<file path="config.mk">
export PLATFORM = sky130hd
export DESIGN_NAME = fwd_operand_stage
export DESIGN_NICKNAME = d
export VERILOG_FILES = /design/src/rtl/fwd_pkg.sv /design/src/rtl/fwd_select.sv /design/src/rtl/fwd_operand_stage.sv
export SDC_FILE = /design/constraint.sdc
export NUM_CORES = 1
export LEC_CHECK = 0
export CAP_MARGIN = 10
export CORE_MARGIN = 3
export CORE_UTILIZATION = 44
export CTS_CLUSTER_SIZE = 16
export DETAILED_ROUTE_END_ITERATION = 8
export HOLD_SLACK_MARGIN = 0.1
export PLACE_DENSITY = 0.81
export SETUP_SLACK_MARGIN = 0.15
export SKIP_CTS_REPAIR_TIMING = 1
export SLEW_MARGIN = 25
export SYNTH_ARGS = -nofsm -noshare
export SYNTH_HDL_FRONTEND = slang
export SYNTH_SLANG_ARGS = --single-unit
</file>
<file path="constraint.sdc">
create_clock -name clk_i -period 2.4 [get_ports clk_i]
set_clock_uncertainty 0.2 [all_clocks]
set_input_delay 0.72 -clock clk_i [delete_from_list [all_inputs] [get_ports clk_i]]
set_output_delay 0.72 -clock clk_i [all_outputs]
set_load 0.01 [all_outputs]
</file>
<file path="src/rtl/fwd_pkg.sv">
// Shared definitions for the operand-forwarding stage: select-code width and
// the source encodings reported per operand.
package fwd_pkg;

    localparam int unsigned SEL_W = 2;

    // 2'b11 is reserved and never produced by the select logic.
    typedef enum logic [SEL_W-1:0] {
        SEL_RF    = 2'b00,
        SEL_MEMWB = 2'b01,
        SEL_EXMEM = 2'b10
    } sel_e;

endpackage

</file>
<file path="src/rtl/fwd_select.sv">
// Single-operand RAW hazard resolver: picks EX/MEM, MEM/WB or register-file
// data for one source register, youngest producer first.
module fwd_select
    import fwd_pkg::*;
#(
    parameter int unsigned DATA_W = 32,
    parameter int unsigned ADDR_W = 5
) (
    input  logic [ADDR_W-1:0] rs_i,
    input  logic [DATA_W-1:0] rf_data_i,
    input  logic              exmem_wr_i,
    input  logic [ADDR_W-1:0] exmem_rd_i,
    input  logic [DATA_W-1:0] exmem_data_i,
    input  logic              memwb_wr_i,
    input  logic [ADDR_W-1:0] memwb_rd_i,
    input  logic [DATA_W-1:0] memwb_data_i,
    output logic [DATA_W-1:0] value_o,
    output sel_e              sel_o
);

    localparam logic [ADDR_W-1:0] REG_ZERO = '0;

    always_comb begin
        value_o = rf_data_i;
        sel_o   = SEL_RF;
        // Register 0 is hardwired, so a producer targeting it must never win.
        if (rs_i == REG_ZERO) begin
            value_o = rf_data_i;
            sel_o   = SEL_RF;
        end else if (exmem_wr_i && (exmem_rd_i == rs_i)) begin
            value_o = exmem_data_i;
            sel_o   = SEL_EXMEM;
        end else if (memwb_wr_i && (memwb_rd_i == rs_i)) begin
            value_o = memwb_data_i;
            sel_o   = SEL_MEMWB;
        end
    end

endmodule

</file>
<file path="src/rtl/fwd_operand_stage.sv">
// Parametrised operand-forwarding stage: resolves RAW hazards per operand and
// registers the results into an ID/EX register with stall, flush and WB snoop.
module fwd_operand_stage
    import fwd_pkg::*;
#(
    parameter int unsigned DATA_W  = 32,
    parameter int unsigned ADDR_W  = 5,
    parameter int unsigned NUM_OPS = 2
) (
    input  logic                        clk_i,
    input  logic                        rst_i,
    input  logic                        stall_i,
    input  logic                        flush_i,
    input  logic                        in_valid_i,
    input  logic [NUM_OPS*ADDR_W-1:0]   rs_addr_i,
    input  logic [NUM_OPS*DATA_W-1:0]   rf_data_i,
    input  logic                        exmem_wr_i,
    input  logic [ADDR_W-1:0]           exmem_rd_i,
    input  logic [DATA_W-1:0]           exmem_data_i,
    input  logic                        memwb_wr_i,
    input  logic [ADDR_W-1:0]           memwb_rd_i,
    input  logic [DATA_W-1:0]           memwb_data_i,
    output logic                        out_valid_o,
    output logic [NUM_OPS*DATA_W-1:0]   op_data_o,
    output logic [NUM_OPS*ADDR_W-1:0]   op_addr_o,
    output logic [NUM_OPS*SEL_W-1:0]    op_sel_o
);

    localparam logic [ADDR_W-1:0] REG_ZERO = '0;

    logic [DATA_W-1:0] fwd_val [NUM_OPS];
    sel_e              fwd_sel [NUM_OPS];

    logic                      valid_d, valid_q;
    logic [NUM_OPS*DATA_W-1:0] data_d,  data_q;
    logic [NUM_OPS*ADDR_W-1:0] addr_d,  addr_q;
    logic [NUM_OPS*SEL_W-1:0]  sel_d,   sel_q;

    for (genvar g = 0; g < NUM_OPS; g++) begin : g_op
        fwd_select #(
            .DATA_W (DATA_W),
            .ADDR_W (ADDR_W)
        ) u_sel (
            .rs_i         (rs_addr_i[g*ADDR_W +: ADDR_W]),
            .rf_data_i    (rf_data_i[g*DATA_W +: DATA_W]),
            .exmem_wr_i   (exmem_wr_i),
            .exmem_rd_i   (exmem_rd_i),
            .exmem_data_i (exmem_data_i),
            .memwb_wr_i   (memwb_wr_i),
            .memwb_rd_i   (memwb_rd_i),
            .memwb_data_i (memwb_data_i),
            .value_o      (fwd_val[g]),
            .sel_o        (fwd_sel[g])
        );
    end

    always_comb begin
        valid_d = valid_q;
        data_d  = data_q;
        addr_d  = addr_q;
        sel_d   = sel_q;
        if (flush_i) begin
            valid_d = 1'b0;
            data_d  = '0;
            addr_d  = '0;
            sel_d   = '0;
        end else if (stall_i) begin
            // Held operands pick up a retiring write so the stall cannot leave stale data.
            for (int unsigned k = 0; k < NUM_OPS; k++) begin
                if ((addr_q[k*ADDR_W +: ADDR_W] != REG_ZERO) && memwb_wr_i &&
                    (memwb_rd_i == addr_q[k*ADDR_W +: ADDR_W])) begin
                    data_d[k*DATA_W +: DATA_W] = memwb_data_i;
                    sel_d[k*SEL_W +: SEL_W]    = SEL_MEMWB;
                end
            end
        end else begin
            valid_d = in_valid_i;
            addr_d  = rs_addr_i;
            for (int unsigned k = 0; k < NUM_OPS; k++) begin
                data_d[k*DATA_W +: DATA_W] = fwd_val[k];
                sel_d[k*SEL_W +: SEL_W]    = fwd_sel[k];
            end
        end
    end

    always_ff @(posedge clk_i or negedge rst_i) begin
        if (!rst_i) begin
            valid_q <= 1'b0;
            data_q  <= '0;
            addr_q  <= '0;
            sel_q   <= '0;
        end else begin
            valid_q <= valid_d;
            data_q  <= data_d;
            addr_q  <= addr_d;
            sel_q   <= sel_d;
        end
    end

    assign out_valid_o = valid_q;
    assign op_data_o   = data_q;
    assign op_addr_o   = addr_q;
    assign op_sel_o    = sel_q;

endmodule

</file>
==> run metrics <==
CTS buffer count=9; CP startpoint=rs_addr_i[8]; H-Tree Depth=3; Final #Nets=approximately 1000; Power Total=roughly 0.0044 W; min Tclk post-route=around 2.6 ns; floorplan row count=40; Starting Density=0.453; first-pass GRT wire length=roughly 34000 µm; WHS Path Cells=2; ys async rst share=1.00; cell area after layout=around 11000 µm²; area share of the largest cell type after synthesis=0.360; Clock Path Buffers=2; ant diodes=0; wire per inst=28.6 µm; fill count=490; Gate Count Post-Synth=about 540; Synth top cells by count=mux2i_1 (107), dfrtp_1 (79), o221ai_1 (49), a211oi_1 (40), nand3_1 (33); Final ANT Viol Nets=0; WL final=slightly below 30000 µm; detailed router's first-iteration violation count=837; Slew Limit Fails=0; VDD IR max=roughly 0.35 mV; Tot GR Track Use=0.299; sequential area share after synthesis=0.360; Fmax=0.382 GHz; Mapped Nets=roughly 700; Crit Reg-Reg Startpoint=op_addr_o[6]; clock sinks=a little under 80; Final Core Density=0.885; DRC viols=0; required time worst endpoint=2.41 ns; pin count of the biggest net entering global routing=81; Port-buffer cells=approximately 230; vias in the first global route=~6.2k; library cells used by synthesis=37; initial antenna violation count=0; Detail Placement HPWL=~15000 µm; setup ws final=-0.217 ns; final worst path period share=1.09; RSZ-0062 raised after global routing=yes; share of layout cells above drive strength 1=0.373; Seq. cell area=1980 µm²; Die Y=118 µm; Worst-Skew Late Latency=0.34 ns; slew at the pin closest to its max-slew limit=between 0.6 and 0.7 ns; ys flop type=dfrtp_1; router iterations before antenna repair=5; outcome=complete, but fails checks; Synth area leader=dfrtp_1; startpoint class of the critical path=input pin; Worst R2R End=op_data_o[39]; Syn. warnings=0; number of vias in the routed layout=6828; Worst R2R Path Depth=8; Synth Register Bits=between 70 and 80; slew margin rel.=0.594; IO Pins=between 200 and 250; top-count cell post-synth=mux2i_1; hold wc startpoint=op_sel_o[0]; Vias/cell=6.73; Final GP Congestion=about 0.9; setup violators final=56; dominant cells by area after synthesis=dfrtp_1 (36%), mux2i_1 (20%), o221ai_1 (7.8%), a211oi_1 (5.5%), nand2b_1 (3.7%); crit path max fanout=5; Inst Count DP=about 940; CTS tree=done; Hold Fails Final Rpt=0; leakage=approximately 4.2 nW; Die X=118 µm; syn avg cell area=between 10 and 15 µm²; multi-input logic area=4470 µm²; Final Non-Filler Cells=just over 1k; Clock transition at path regs=0.06 ns; pwr dens=408 nW/µm²; r2r setup slk=-0.16 ns; CP arrival=~2.6 ns; placed cell area=between 8000 and 9000 µm²; Clock Tree Root=clkbuf_16; CP Capture Type=register; cell area after synthesis=5480 µm²; worst slack, placed=-1.09 ns; P&R area growth vs syn=95.3%; EDFF count, synth=0; critical path type=in -> reg; Min-Delay Path Class=reg -> reg; GRT overflow=0; Core Box Area=about 12000 µm²; max-cap violations=0; die footprint=13800 µm²; failing checks=setup timing; Hold EP=op_sel_o[0]
-- worst max-delay path, cell delays in order --
cell and delay (ns):
buf_8 0.10, buf_6 0.11, or4_4 0.52, nor2_4 0.13
buf_6 0.13, or4_4 0.18, buf_6 0.12, buf_12 0.12
nand3_4 0.08, a311oi_2 0.40
-- cell families (layout without fill, tap and decap cells) --
family                    count (synthesis)  count (layout)  share of synthesized area
AOI/OAI and AO/OA                       137             137                      0.207
and+or+nand+nor                         131             131                      0.134
muxes                                   107             107                      0.195
DFF                                      79              79                      0.360
buffers and inverters                    61             365                     0.0586
xor gates and xnor gates                 28              28                     0.0447
-- worst max-delay path by stage --
stage,depth (start not counted),slack [ns],end
final,10,-0.22,op_data_o[39]
after detailed placement,7,-1.09,op_data_o[45]
after global placement,7,-1.0,op_data_o[38]
after floorplan,7,-0.05,op_data_o[12]
after global routing,10,-0.25,op_data_o[39]
after CTS,7,-0.72,op_data_o[42]
-- cells in the final DEF, fill, tap and decap left out, types with 4 or more instances in the layout --
cell type and count:
o221ai_4 10, buf_4 47, o221ai_1 8, a211oi_2 32
a311oi_2 10, dlymetal6s2s_1 14, a311oi_1 5, buf_12 19
nand3_2 11, a21oi_1 8, xor2_1 4, clkbuf_2 6
o221ai_2 31, nor2_1 17, nand2b_1 32, xnor2_2 7
xnor2_1 10, nor4_4 17, nand2_2 4, buf_6 34
nand3_1 16, dfrtp_1 78, a211oi_1 17, mux2i_1 100
or4_4 4, buf_8 8, a21oi_4 6, a21oi_2 5
mux2i_2 6, nand3_4 6, clkbuf_16 20, clkdlybuf4s50_1 202
-- routing by layer --
metal | GRT usage | up-vias | part of all wire
li1 | - | 2739 | -
met4 | 0.116 | 0 | 0.062
met5 | 0 | - | 0
met1 | 0.377 | 3362 | 0.35
met3 | 0.0437 | 150 | 0.10
met2 | 0.515 | 577 | 0.49
-- registers in the layout, summed over array words and instances, names as in the netlist --
name         flops
op_sel_o         4
out_valid_o      1
op_data_o       64
op_addr_o       10
-- metrics by stage --
step / setup TNS [ns] / hold slack (ns)
floorplan: -1.11 / 0.224
global placement: -59.80 / 0.309
detailed placement: -63.15 / 0.326
CTS: -39.26 / 0.0577
global route: -6.59 / 0.397
finish: -5.11 / 0.384
-- power by group --
part	total [W]	switching [W]	leakage, nW	internal [W]
clock network	0.00136	0.000598	0.136	0.000757
logic	0.00152	0.000722	3.03	0.000802
registers	0.00149	0.0000734	1.04	0.00142
total	0.00437	0.00139	4.21	0.00298
-- final cells by class --
class / count / area share
multi-input cells: 403 / 0.417
repair buffers: 345 / 0.351
flip-flops and latches: 79 / 0.185
clock buffers: 13 / 0.0243
well taps: 168 / 0.0196
clock inverters: 3 / 0.00164
inverters: 4 / 0.00140
(Power assumes the default switching activity.)
